**config.mk**
```make
export PLATFORM = sky130hd
export DESIGN_NAME = systolic_stream_host
export DESIGN_NICKNAME = d
export VERILOG_FILES = /design/src/rtl/systolic_stream_host.sv
export SDC_FILE = /design/constraint.sdc
export NUM_CORES = 1
export LEC_CHECK = 0
export ABC_AREA = 0
export CAP_MARGIN = 40
export CORE_MARGIN = 4
export CORE_UTILIZATION = 59
export CTS_CLUSTER_SIZE = 8
export DETAILED_ROUTE_END_ITERATION = 10
export GPL_TIMING_DRIVEN = 0
export PLACE_DENSITY = 0.83
export SLEW_MARGIN = 40
export SYNTH_ARGS = -nofsm -noshare
export SYNTH_HDL_FRONTEND = slang
export SYNTH_SLANG_ARGS = --single-unit
```
**constraint.sdc**
```tcl
create_clock -name axi_clk -period 18.1 [get_ports axi_clk]
set_clock_uncertainty 0.2 [all_clocks]
set_input_delay 2.715 -clock axi_clk [delete_from_list [all_inputs] [get_ports axi_clk]]
set_output_delay 2.715 -clock axi_clk [all_outputs]
set_load 0.005 [all_outputs]
```
**src/rtl/systolic_stream_host.sv**
```systemverilog
// Host-side AXI-Stream endpoint for the 3x3 systolic array: packs operands into three beats, captures the 144-bit result.
// Optional WAIT watchdog is compiled in with `define SYSTOLIC_HOST_TIMEOUT_EN.
module systolic_stream_host #(
  parameter int TIMEOUT_CYCLES = 1024
) (
  input  logic         axi_clk,
  input  logic         axi_rst,
  input  logic         op_wr_en,
  input  logic [4:0]   op_wr_addr,
  input  logic [7:0]   op_wr_data,
  input  logic         start,
  output logic         busy,
  output logic         done,
  output logic         err,
  input  logic [3:0]   res_rd_addr,
  output logic [15:0]  res_rd_data,
  output logic         m_axis_valid,
  output logic [47:0]  m_axis_data,
  input  logic         m_axis_ready,
  input  logic         s_axis_valid,
  input  logic [143:0] s_axis_data,
  output logic         s_axis_ready
);

  typedef enum logic [1:0] {S_IDLE, S_SEND, S_WAIT, S_DONE} state_t;

  state_t            state_q;
  logic [1:0]        beat_q;
  logic [17:0][7:0]  ram_q;
  logic [8:0][15:0]  res_q;
  logic              m_valid_q, s_ready_q, busy_q, done_q;
  logic [47:0]       m_data_q;
  logic              wr_ok;

`ifdef SYSTOLIC_HOST_TIMEOUT_EN
  localparam int TW = $clog2(TIMEOUT_CYCLES + 1);
  logic [TW-1:0] wd_q;
  logic          err_q;
  assign err = err_q;
`else
  assign err = 1'b0;
`endif

  // Beat k carries column k of B in the low bytes and row k of A in the high bytes.
  function automatic logic [47:0] pack_beat(input logic [17:0][7:0] ram, input logic [1:0] k);
    logic [47:0] b;
    b = '0;
    for (int r = 0; r < 3; r++) begin
      b[r*8 +: 8]      = ram[9 + r*3 + 32'(k)];
      b[24 + r*8 +: 8] = ram[32'(k)*3 + r];
    end
    return b;
  endfunction

  assign wr_ok = op_wr_en && (op_wr_addr < 5'd18) &&
                 ((state_q == S_IDLE) || (state_q == S_DONE));

  always_ff @(posedge axi_clk or posedge axi_rst) begin
    if (axi_rst) begin
      state_q   <= S_IDLE;
      beat_q    <= '0;
      ram_q     <= '0;
      res_q     <= '0;
      m_valid_q <= 1'b0;
      m_data_q  <= '0;
      s_ready_q <= 1'b0;
      busy_q    <= 1'b0;
      done_q    <= 1'b0;
`ifdef SYSTOLIC_HOST_TIMEOUT_EN
      wd_q      <= '0;
      err_q     <= 1'b0;
`endif
    end else begin
      done_q <= 1'b0;
`ifdef SYSTOLIC_HOST_TIMEOUT_EN
      err_q  <= 1'b0;
`endif
      if (wr_ok) ram_q[op_wr_addr] <= op_wr_data;
      case (state_q)
        S_IDLE: if (start) begin
          state_q   <= S_SEND;
          beat_q    <= 2'd0;
          m_valid_q <= 1'b1;
          m_data_q  <= pack_beat(ram_q, 2'd0);
          busy_q    <= 1'b1;
        end
        S_SEND: if (m_valid_q && m_axis_ready) begin
          if (beat_q == 2'd2) begin
            state_q   <= S_WAIT;
            m_valid_q <= 1'b0;
            s_ready_q <= 1'b1;
`ifdef SYSTOLIC_HOST_TIMEOUT_EN
            wd_q      <= '0;
`endif
          end else begin
            beat_q   <= beat_q + 2'd1;
            m_data_q <= pack_beat(ram_q, beat_q + 2'd1);
          end
        end
        S_WAIT: begin
          // A result handshake takes priority over an expiring watchdog.
          if (s_axis_valid && s_ready_q) begin
            res_q     <= s_axis_data;
            state_q   <= S_DONE;
            s_ready_q <= 1'b0;
            busy_q    <= 1'b0;
            done_q    <= 1'b1;
          end
`ifdef SYSTOLIC_HOST_TIMEOUT_EN
          else if (wd_q == TW'(TIMEOUT_CYCLES - 1)) begin
            state_q   <= S_DONE;
            s_ready_q <= 1'b0;
            busy_q    <= 1'b0;
            done_q    <= 1'b1;
            err_q     <= 1'b1;
          end else begin
            wd_q <= wd_q + 1'b1;
          end
`endif
        end
        default: state_q <= S_IDLE;
      endcase
    end
  end

  assign busy         = busy_q;
  assign done         = done_q;
  assign m_axis_valid = m_valid_q;
  assign m_axis_data  = m_data_q;
  assign s_axis_ready = s_ready_q;
  assign res_rd_data  = (res_rd_addr < 4'd9) ? res_q[res_rd_addr] : 16'h0;

endmodule

```
==> out/results.ini <==
[timing]
maxSlewViolCount = 0
fmax_mhz = 118.4
hold_viol = 0
min_period_ps = 8443
final.period_utilization = 0.4665
relSlewSlack = 0.3452
setup_tns_ps = 0
rsz0062_at_grt = false
finalSetupViolCount = 0
tightest_slew_ps = 982.2

[detailed_routing]
drtAntennaViolNets = 0
wl_um = 66370
dr.pass1.iters = 6
remaining_drc_errors = 0
wl_per_cell_um = 33.00
initialDrtViolationCount = 1761
viasPerCell = 7.028
vias = 14133

[logic_synthesis]
synth_edf_count = 0
seq_area_frac_synth = 0.4807
syn_area_per_cell_um2 = 13.46
synthArstFlopShare = 1.000
synthCells = 1330
ys.flop_type = dfrtp_1
ys_seq_elements = 344
synth_nets = 1506
syn-cell-area_mm2 = 0.01791
yosys.cell_types.count = 62
yosys_warnings = 0

[grt]
antenna_found_initial = 4
grt_max_degree = 82
grt.overflow.total = 0
grt_pass1_vias = 14634
grt_pass1_wl_um = 96500
grt_usage = 0.3956

[finish]
area_delta_synth_final_pct = 23.58
post-route-util = 0.7428
fillers = 1987
nets = 1793
drive_above_1_share = 0.3375

[placed_design]
portBuffers = 231
gp_congestion = 1.017
dp_hpwl_um = 47210

[clocking]
path_clk_slew_ps = 50
cts_hold_buf = 0
cts_htree_levels = 2
cts_buffers = 48
clock-sinks = 344
cts_tree = done
clk_latency_ps = 560
postCtsSetupRepairBufs = 0
clk_path_buf_depth = 3
cts_root_buffer = clkbuf_16
cts.repair.resized = 0

[power_and_ir_drop]
leakage_nw = 9.963
power_density_mw_per_mm2 = 74.74
total_power_w = 0.001654
peakVddDrop_uv = 72.56

[job]
maxCapViolations = 0

[floorplan]
die_x_um = 182.2
die_h_um = 182.2
core_mm2 = 0.02980
dieArea_mm2 = 0.03320
num_rows = 63
initial_core_util = 0.6010
num_io_pins = 236

[min_path]
min_path_type = reg2reg

[setup_path]
crit_type = in2out
cp.arrival_ps = 5530
crit_required_ps = 15190
cp_max_fo = 10
start_kind = input pin
worst_setup_path_end_kind = output pin

[outcome]
run_status = finished, final reports clean

-- path summary, 6_finish.rpt --
check / start / endpoint / slack [ps] / cells after the start
worst max-delay path: res_rd_addr[0] / res_rd_data[1] / 9660 / 8
worst min-delay path: m_axis_data[15] / m_axis_data[15] / 280 / 2
worst max register to register: beat_q[0] / m_axis_data[43] / 13720 / 11
worst min register to register: m_axis_data[15] / m_axis_data[15] / 280 / 2
max in group asynchronous: axi_rst / m_axis_data[20] / 14270 / 4
min in group asynchronous: axi_rst / ram_q[87] / 2360 / 2
-- where the power goes --
part / switching (W) / internal (W)
clock network: 0.000324 / 0.000474
logic: 0.0000398 / 0.0000429
registers: 0.00000159 / 0.000772
total: 0.000365 / 0.00129
-- state kept, by name (all words and copies together) (netlist names) --
register	cells
s_axis_ready	1
done	1
beat_q	2
ram_q	144
m_axis_data	48
busy	1
res_q	144
m_axis_valid	1
state_q	2
-- synth_stat cells (3+ instances only) --
library cell | number | area [µm²]
buf_2 | 32 | 160.2
ha_1 | 9 | 112.6
and3b_1 | 3 | 26.28
a32oi_1 | 5 | 43.79
nand2b_1 | 10 | 62.56
a211o_1 | 7 | 61.31
o211ai_1 | 11 | 82.58
a22oi_1 | 10 | 75.07
buf_6 | 6 | 67.56
and4_1 | 4 | 35.03
a21oi_1 | 43 | 215.2
o221ai_1 | 5 | 43.79
a311oi_1 | 3 | 26.28
inv_1 | 6 | 22.52
nand2_1 | 55 | 206.5
a31oi_1 | 5 | 31.28
and2_1 | 6 | 37.54
nor3_1 | 8 | 40.04
o21ai_1 | 5 | 25.02
mux2i_1 | 44 | 440.4
nor2_1 | 55 | 206.5
a2bb2oi_1 | 7 | 61.31
o21ai_0 | 49 | 245.2
a221oi_1 | 18 | 157.7
nor2b_1 | 15 | 93.84
mux2_2 | 335 | 3772
mux4_1 | 12 | 315.3
or3_1 | 10 | 62.56
o22ai_1 | 12 | 75.07
o31ai_1 | 11 | 82.58
dfrtp_1 | 344 | 8608
buf_4 | 13 | 97.59
mux4_2 | 77 | 1734
nand3_1 | 5 | 25.02
clkbuf_1 | 47 | 176.4
nand2_2 | 4 | 25.02
buf_1 | 4 | 15.01
o21a_1 | 3 | 22.52
nand4_1 | 3 | 18.77
-- through the flow --
stage	setup WS, ps	hold slack, ps	instance area (µm²)	cells
floorplan	5648	271.5	17910	1330
global placement	1641	270.2	20710	1951
detailed placement	9718	279.2	20850	1957
CTS	9687	285.4	22120	2008
global route	9577	310.1	22130	2011
finish	9657	279.3	22130	2011
-- cell usage in the layout, fill, tap and decap left out, drive strengths merged, types with 8 or more instances in the layout --
cell type      netlist  layout
inv                  8       8
dfrtp              344     344
or3                 10      10
clkdlybuf4s50        0     231
nand2               59      59
o21ai               54      54
o22ai               12      12
nand2b              10      10
o31ai               11      11
a22oi               10      10
clkbuf              47      97
nor2b               15      15
nor3                 9       9
nor2                55      55
ha                   9       9
buf                 56      61
o211ai              11      11
mux4                89      89
a221oi              18      18
mux2i               44      44
mux2               335     335
a21oi               43      43
-- per-layer routing --
layer,track usage,vias to the layer above,share of wire
met5,0,-,0
met4,0.1849,0,0.062
met3,0.1222,275,0.12
met2,0.6164,1108,0.46
met1,0.5127,7151,0.37
li1,-,5599,-
-- cell type report --
class	instances	area, µm²	area share
antenna	3	7.507	0.0003392
buffer	103	546.8	0.02471
clock buffer	49	1226	0.05541
clock inverter	2	46.29	0.002092
inverter	8	37.54	0.001696
multi-input combinational	875	8733	0.3946
sequential	344	8608	0.3890
tap	390	488.0	0.02205
timing repair buffer	237	2437	0.1101
-- logic make-up after synthesis --
logic type,Yosys count,share of synthesized area
muxes,468,0.3497
DFF,344,0.4807
AOI/OAI and AO/OA,205,0.07546
and+or+nand+nor,192,0.05603
buffers and inverters,111,0.03165
adders and majority gates,9,0.006288
other,1,0.0002094
-- worst max-delay path: stages --
cell,delay (ps)
clkdlybuf4s50_1,490
buf_4,250
buf_2,250
nor3b_2,650
buf_2,390
nand2_1,90
o21ai_0,90
clkdlybuf4s50_1,600
No activity file was read; power rests on OpenSTA's default activity.
